### config.mk
export PLATFORM = sky130hd
export DESIGN_NAME = bram_port_arbiter
export DESIGN_NICKNAME = d
export VERILOG_FILES = /design/src/rtl/bram_arb_pkg.sv /design/src/rtl/rr_arbiter.sv /design/src/rtl/bram_port_arbiter.sv
export SDC_FILE = /design/constraint.sdc
export NUM_CORES = 1
export LEC_CHECK = 0
export CAP_MARGIN = 20
export CORE_AREA = 2 2 126 79
export DETAILED_ROUTE_END_ITERATION = 6
export DIE_AREA = 0 0 128 81
export GPL_TIMING_DRIVEN = 0
export HOLD_SLACK_MARGIN = 0.1
export PLACE_DENSITY = 0.87
export SYNTH_ARGS = -nofsm -noshare
export SYNTH_HDL_FRONTEND = slang
export SYNTH_SLANG_ARGS = --single-unit
### constraint.sdc
create_clock -name clk -period 9.98 [get_ports clk]
set_clock_uncertainty 0.15 [all_clocks]
set_input_delay 1.996 -clock clk [delete_from_list [all_inputs] [get_ports clk]]
set_output_delay 1.996 -clock clk [all_outputs]
set_load 0.02 [all_outputs]
### src/rtl/bram_arb_pkg.sv
// Shared defaults and helpers for the block-RAM port arbiter.
package bram_arb_pkg;

  localparam int unsigned DEF_NREQ   = 4;
  localparam int unsigned DEF_ADDR_W = 10;
  localparam int unsigned DEF_DATA_W = 18;
  localparam int unsigned DEF_RD_LAT = 2;

  // Requester-id width; a single requester still needs a 1-bit id.
  function automatic int unsigned id_width(input int unsigned n);
    return (n > 1) ? $clog2(n) : 1;
  endfunction

  typedef enum logic {
    CMD_RD = 1'b0,
    CMD_WR = 1'b1
  } cmd_e;

endpackage

### src/rtl/rr_arbiter.sv
// Round-robin selector: first asserted request at or above ptr, wrapping modulo NREQ.
module rr_arbiter
  import bram_arb_pkg::*;
#(
  parameter int unsigned NREQ = DEF_NREQ,
  parameter int unsigned ID_W = id_width(NREQ)
) (
  input  logic [NREQ-1:0] req,
  input  logic [ID_W-1:0] ptr,
  output logic [NREQ-1:0] grant
);

  logic            found;
  logic [ID_W-1:0] idx;

  always_comb begin
    grant = '0;
    found = 1'b0;
    idx   = '0;
    for (int unsigned k = 0; k < NREQ; k++) begin
      idx = ID_W'((32'(ptr) + k) % NREQ);
      if (!found && req[idx]) begin
        grant[idx] = 1'b1;
        found      = 1'b1;
      end
    end
  end

endmodule

### src/rtl/bram_port_arbiter.sv
// Shares one block-RAM port among NREQ requesters with round-robin grants and
// a non-stalling read-tag pipeline that routes returning data to its requester.
module bram_port_arbiter
  import bram_arb_pkg::*;
#(
  parameter int unsigned NREQ   = DEF_NREQ,
  parameter int unsigned ADDR_W = DEF_ADDR_W,
  parameter int unsigned DATA_W = DEF_DATA_W,
  parameter int unsigned RD_LAT = DEF_RD_LAT
) (
  input  logic                     clk,
  input  logic                     rstb,
  input  logic [NREQ-1:0]          req_valid,
  input  logic [NREQ-1:0]          req_we,
  input  logic [NREQ*ADDR_W-1:0]   req_addr,
  input  logic [NREQ*DATA_W-1:0]   req_wdata,
  output logic [NREQ-1:0]          req_ready,
  output logic [NREQ-1:0]          rsp_valid,
  output logic [DATA_W-1:0]        rsp_rdata,
  output logic [NREQ-1:0]          wr_ack,
  output logic                     ram_en,
  output logic                     ram_we,
  output logic [ADDR_W-1:0]        ram_addr,
  output logic [DATA_W-1:0]        ram_din,
  output logic                     ram_regce,
  output logic                     ram_rst,
  input  logic [DATA_W-1:0]        ram_dout
);

  localparam int unsigned ID_W = id_width(NREQ);

  logic [ID_W-1:0]   ptr;
  logic [ID_W-1:0]   gnt_id;
  logic [NREQ-1:0]   grant;
  logic              any_grant;

  logic              en_q;
  cmd_e              kind_q;
  logic [ID_W-1:0]   id_q;
  logic [ADDR_W-1:0] addr_q;
  logic [DATA_W-1:0] din_q;

  logic [RD_LAT-1:0] tag_v;
  logic [ID_W-1:0]   tag_id [RD_LAT];

  rr_arbiter #(
    .NREQ (NREQ),
    .ID_W (ID_W)
  ) u_rr (
    .req   (req_valid),
    .ptr   (ptr),
    .grant (grant)
  );

  always_comb begin
    gnt_id = '0;
    for (int unsigned i = 0; i < NREQ; i++) begin
      if (grant[i]) gnt_id = ID_W'(i);
    end
  end

  assign req_ready = rstb ? '0 : grant;
  assign any_grant = |req_ready;

  always_ff @(posedge clk) begin
    if (rstb) begin
      ptr <= '0;
    end else if (any_grant) begin
      ptr <= (gnt_id == ID_W'(NREQ - 1)) ? '0 : gnt_id + 1'b1;
    end
  end

  // Issue register: the granted command drives the RAM port in the next cycle.
  always_ff @(posedge clk) begin
    if (rstb) begin
      en_q   <= 1'b0;
      kind_q <= CMD_RD;
      id_q   <= '0;
      addr_q <= '0;
      din_q  <= '0;
    end else begin
      en_q <= any_grant;
      if (any_grant) begin
        kind_q <= cmd_e'(req_we[gnt_id]);
        id_q   <= gnt_id;
        addr_q <= req_addr[32'(gnt_id) * ADDR_W +: ADDR_W];
        din_q  <= req_wdata[32'(gnt_id) * DATA_W +: DATA_W];
      end
    end
  end

  // Tag pipeline advances every cycle; stage RD_LAT-1 lines up with ram_dout.
  always_ff @(posedge clk) begin
    if (rstb) begin
      tag_v <= '0;
      for (int unsigned i = 0; i < RD_LAT; i++) tag_id[i] <= '0;
    end else begin
      tag_v[0]  <= en_q && (kind_q == CMD_RD);
      tag_id[0] <= id_q;
      for (int unsigned i = 1; i < RD_LAT; i++) begin
        tag_v[i]  <= tag_v[i-1];
        tag_id[i] <= tag_id[i-1];
      end
    end
  end

  assign ram_en    = en_q & ~rstb;
  assign ram_we    = ram_en & (kind_q == CMD_WR);
  assign ram_addr  = addr_q;
  assign ram_din   = din_q;
  assign ram_regce = 1'b1;
  assign ram_rst   = rstb;

  assign wr_ack    = ram_we ? (NREQ'(1) << id_q) : '0;
  assign rsp_valid = (tag_v[RD_LAT-1] && !rstb) ? (NREQ'(1) << tag_id[RD_LAT-1]) : '0;
  assign rsp_rdata = ram_dout;

endmodule

Yosys cells after proc, flatten, opt, wreduce, memory -nomap -nowiden
Memories as Yosys holds them, arrays and structs flattened.
Index checks and enable logic that the tools add are counted.

storage, ports and cells
  bits in writable memories = 4
  memories kept = 1
  output and inout bits = 62
  input port bits = 140
  bits in registers = 36
  word-level logic and storage cells = 88

memory list
  memory  words  bits a word  read ports  clocked after Yosys merged registers in  wr ports  line                     RTL
  tag_id  2      2            2           0                                        2         bram_port_arbiter.sv:44  logic [ID_W-1:0] tag_id [RD_LAT];

operators by class
  bitwise logic cells = 9
  order comparisons = 9
  shift operators = 4
  reductions and logical operators = 14
  multiply operators = 2
  equal/unequal tests = 1
  add/sub/neg operators = 4
  muxes and demuxes = 37

operators with widths
  operator                                                            number
  indexed part select 72 x 8 -> 18 bit                                1
  indexed part select 40 x 7 -> 10 bit                                1
  two-way mux 4 bit                                                   7
  two-way mux 1 bit                                                   16
  < comparator 2 x 3 -> 1 bit (second input constant)                 5
  OR 4 bit                                                            3
  binary-select mux 1 bit (select 2 bit)                              5
  two-way mux 2 bit                                                   5
  logical AND 1 bit                                                   9
  demux 1 bit (select 2 bit)                                          4
  greater-or-equal comparator 2 x 1 -> 1 bit (second input constant)  4
  left shift 1 x 2 -> 4 bit (first input constant)                    2
  multiplier 2 x 4 -> 6 bit (second input constant)                   1
  multiplier 2 x 3 -> 5 bit (second input constant)                   1
  adder 2 x 1 -> 2 bit (second input constant)                        2
  adder 2 bit (second input constant)                                 2
  logical NOT 1 bit                                                   4
  OR reduction 4 bit                                                  1
  AND 1 bit                                                           2
  equality test 2 bit (second input constant)                         1
  NOT 1 bit                                                           2
  OR 1 bit                                                            2

Longest topological paths before layout
  depth in word-level cells = 17
  gate-level depth with buffers = 10
  gate-level depth less buffers = 8

Modules after synthesis
From an unflattened synthesis, not the netlist that was laid out.

second synthesis, totals
  cell total of the unflattened synthesis = 330
  area, all modules = 2662.6 um^2

modules (own cells, without submodules)
  module             times used  sequential area each (um^2)  cells an instance  area an instance (um^2)
  bram_port_arbiter  1           800.8                        294                2324.7
  rr_arbiter         1           0.0                          36                 337.8

Worst setup path after synthesis
No wires, ideal clock.

  path kind = input-to-output
  start = input port req_valid[0]
  end = output port req_ready[2]
  data required time = 7.834 ns
  path buffers = 2
  setup slack = 4.032 ns
  arrival time = 3.802 ns
  stages = 7
  path through = buf_2 > nand2b_1 > mux4_2 > o311ai_1 > nor2_1 > clkbuf_1 > nor2_1

on the way
  word-level cells in the longest chain between the ends = 13
  elaborated cells on any way between the ends = 25
  those cells by class = mux (16); bitwise (3); reduce/logical (6)

RTL lines
  element                                  line                     RTL
  start, declared                          bram_port_arbiter.sv:13  input logic [NREQ-1:0] req_valid,
  binary-select mux 1 bit (select 2 bit)   rr_arbiter.sv:22         if (!found && req[idx]) begin
  two-way mux 1 bit (implied by the code)  rr_arbiter.sv:22
  two-way mux 1 bit                        rr_arbiter.sv:22
  logical NOT 1 bit                        rr_arbiter.sv:22
  logical AND 1 bit                        rr_arbiter.sv:22
  two-way mux 1 bit                        rr_arbiter.sv:22
  logical NOT 1 bit                        rr_arbiter.sv:22
  logical AND 1 bit                        rr_arbiter.sv:22
  two-way mux 1 bit                        rr_arbiter.sv:22
  logical NOT 1 bit                        rr_arbiter.sv:22
  logical AND 1 bit                        rr_arbiter.sv:22
  two-way mux 4 bit (*)                    rr_arbiter.sv:22
  two-way mux 4 bit (*)                    bram_port_arbiter.sv:62  assign req_ready = rstb ? '0 : grant;
  end, declared                            bram_port_arbiter.sv:17  output logic [NREQ-1:0] req_ready,

Every way passes the cells marked *; elsewhere a longest branch is shown, timed or not. The select of a mux whose other input is x is not followed.

Worst setup path in the final report
  start = input port req_valid[2]
  end = output port req_ready[2]

The elaborated chain is that of the path after synthesis.

==> summary.txt <==
Run status
  – Outcome: complete, no violations

Yosys
  – Post-synth EDFFs: 0
  – Netlist cell types: 51
  – Post-synth ARST share: 0
  – Commonest register cell after synthesis: dfxtp_1
  – YS warnings: 0
  – Sequential area share after synthesis: 0.198
  – Post-Syn Area per Cell: 8.54 um^2
  – Synthesized flop and latch total: 40
  – Post-Synthesis Cells: 473
  – Syn Nets: 619
  – Post-synthesis cell area: about 4000 um^2

Global route
  – Grt ovf: 0
  – First-pass GRT wire length: 23.3 mm
  – Vias in the first global route: 4528
  – Antenna violations before repair: 0
  – Total GRT Usage: 0.285
  – GR Util met3: 0.0573
  – Met2 usage: 0.460
  – Global route hottest layer: met2
  – M1 GR Usage: 0.397
  – Largest net degree at the start of global routing: 13

Job
  – Max_cap viols: 0

Finish
  – Most frequent cells in the layout: clkdlybuf4s50_1, inv_1, dfxtp_1
  – Area grow syn2layout: 53.1%
  – Nets@finish: a little over 800
  – # diodes: 0
  – Commonest non-fill, non-tap cell in the layout: clkdlybuf4s50_1
  – Final Instance Area: 6180 um^2
  – Share of cells above drive strength 1: 0.145

Placement
  – GP Congestion: about 0.95
  – Pre-CTS setup slack: between 2 and 3 ns
  – Cell area after placement: 6000 um^2
  – PortBufs: between 150 and 200
  – DP HPWL: roughly 12 mm

Clock tree
  – Post-CTS Setup Inserts: 0
  – Clock transition at path regs: 0.06 ns
  – CTS tree: built
  – Clock Latency Late Sink: between 0.2 and 0.3 ns
  – Post-CTS Hold Buffers: 0
  – Max clock buf depth: 2
  – H-tree levels: 2
  – Clock sinks: 40
  – Root Buffer: clkbuf_16
  – CTS Buf Count: 5
  – Post-CTS sizing: 0

Worst setup path
  – Crit path max fanout: 10
  – WS Path Type: primary input to output pin
  – CP startpoint kind: primary input
  – Critical path arrival: approximately 5.1 ns
  – Data required time of the worst path: ~8 ns
  – Crit. End Element: output pin

Power and ir drop
  – Sw frac: 0.484
  – Sw Pwr: between 900 and 1000 uW
  – Total power: 1960 uW
  – Worst vdd ir: approximately 180 uV
  – Int Pwr: about 1000 uW
  – Flop pwr share: 0.140
  – Clk pwr share: 0.101
  – Leakage: ~0.0024 uW
  – Share of total power in combinational logic: 0.759
  – Pwr dens: roughly 320 nW/um^2

STA
  – Tmin final: 7.19 ns
  – Final WS setup: approximately 2.8 ns
  – Unrepaired setup endpoints after global routing: no
  – Worst Tran Pin Value: a little under 0.8 ns
  – Max-slew headroom: 0.484
  – Tcrit/Tclk final: 0.721
  – Final hold vios: 0
  – Setup TNS: 0 ns
  – Worst hold slack: about 0.30 ns
  – Fmax: between 100 and 150 MHz
  – Slew Viols, Final: 0
  – Final Setup Violations: 0

Floorplan
  – Starting Density: 0.430
  – Core ar.: between 9000 and 10000 um^2
  – Ports: a little over 200
  – Die Height: ~81 um
  – Die X: roughly 130 um
  – Die area: approximately 10000 um^2
  – Rows: 28

Route
  – Via density: about 6.3
  – Via count: roughly 4.9k
  – Remaining DRCs: 0
  – Total routed wirelength: 15.4 mm
  – Initial DRC count: 453
  – Post-route ant nets: 0
  – DR pass1 iterations: 5
  – WL/cell: 19.7 um

Worst hold path
  – Hold Crit Class: flip-flop to flip-flop
==> power by group through the flow <==
stage / Combinational [uW] / Clock, uW / Sequential [uW]
floorplan: 1010 / 0 / 315
global route: 1580 / 207 / 281
global placement: 1420 / 0 / 273
finish: 1490 / 199 / 274
detailed placement: 1450 / 0 / 276
CTS: 1460 / 197 / 274
==> cell usage after synthesis, types with 2 or more instances <==
cell type | number | area, um^2
and3_1 | 4 | 25.0
a21boi_2 | 2 | 22.5
a221oi_2 | 29 | 435
a21oi_1 | 2 | 10.0
nor3b_1 | 2 | 15.0
nor2_1 | 6 | 22.5
a31oi_1 | 30 | 188
o21ai_1 | 3 | 15.0
clkbuf_1 | 31 | 116
o311ai_1 | 30 | 263
nand3_1 | 5 | 25.0
nand3b_1 | 2 | 15.0
o31a_1 | 29 | 254
o21bai_1 | 29 | 218
dfxtp_1 | 40 | 801
a41oi_1 | 29 | 254
nor4bb_1 | 2 | 20.0
nand2b_1 | 4 | 25.0
buf_2 | 19 | 95.1
and4_1 | 29 | 254
a211oi_1 | 3 | 22.5
nand2_1 | 3 | 11.3
buf_1 | 3 | 11.3
buf_4 | 21 | 158
nor3_1 | 3 | 15.0
nor2b_1 | 11 | 68.8
mux4_2 | 4 | 90.1
inv_1 | 64 | 240
buf_6 | 7 | 78.8
ha_1 | 6 | 75.1
==> worst paths after layout <==
path,from,end,depth (start not counted),slack [ns]
setup / recovery,req_valid[2],req_ready[2],8,2.79
hold / removal,tag_id[0][0]$_SDFF_PP0_,tag_id[0][2]$_SDFF_PP0_,1,0.30
setup reg to reg,ptr[0]$_SDFFE_PP0P_,ram_din[6]$_SDFFE_PP0P_,9,6.23
hold reg to reg,tag_id[0][0]$_SDFF_PP0_,tag_id[0][2]$_SDFF_PP0_,1,0.30
==> final cells by class <==
type / instances / area (um^2)
clock inverters: 1 / 30.0
repair buffers: 181 / 1810
inverters: 65 / 244
multi-input cells: 287 / 2540
well taps: 120 / 150
clock buffers: 7 / 153
fillers: 762 / 3200
flip-flops and latches: 40 / 801
plain buffers: 81 / 459
==> stage by stage <==
stage,util,cells
global route,0.659,782
floorplan,-,473
detailed placement,0.639,774
CTS,0.659,782
finish,0.659,782
global placement,0.639,774
==> state kept, by name, indices dropped and copies added (netlist names) <==
signal	count
id_q	2
tag_id	4
tag_v	2
ram_din	18
en_q	1
ram_addr	10
ptr	2
kind_q	1
==> critical path, stage by stage <==
cell and delay (ns):
clkdlybuf4s50_1 0.56, nand2b_1 0.21, mux4_2 0.49, o311ai_1 0.49, nor2_1 0.27, clkbuf_1 0.27
nor2_1 0.14, clkdlybuf4s50_1 0.61
==> per-layer routing <==
metal / vias to the layer above / part of all wire / wire [um]
met5: - / 0 / 0
met4: 0 / 0.012 / 183
met3: 23 / 0.12 / 1800
met2: 357 / 0.44 / 6800
met1: 2330 / 0.43 / 6640
li1: 2217 / - / -
==> cells by family (layout without fill, tap and decap cells) <==
group | Yosys count | in the layout | share of synthesized area
AO/OA/AOI/OAI | 196 | 196 | 0.442
buffers and inverters | 146 | 335 | 0.174
AND/OR/NAND/NOR | 80 | 80 | 0.144
flip-flops | 40 | 40 | 0.198
adder cells (fa/ha/maj) | 6 | 6 | 0.0186
multiplexers | 4 | 4 | 0.0223
other | 1 | 1 | 0.000928
Note: power is estimated with default switching activity, not from simulation.
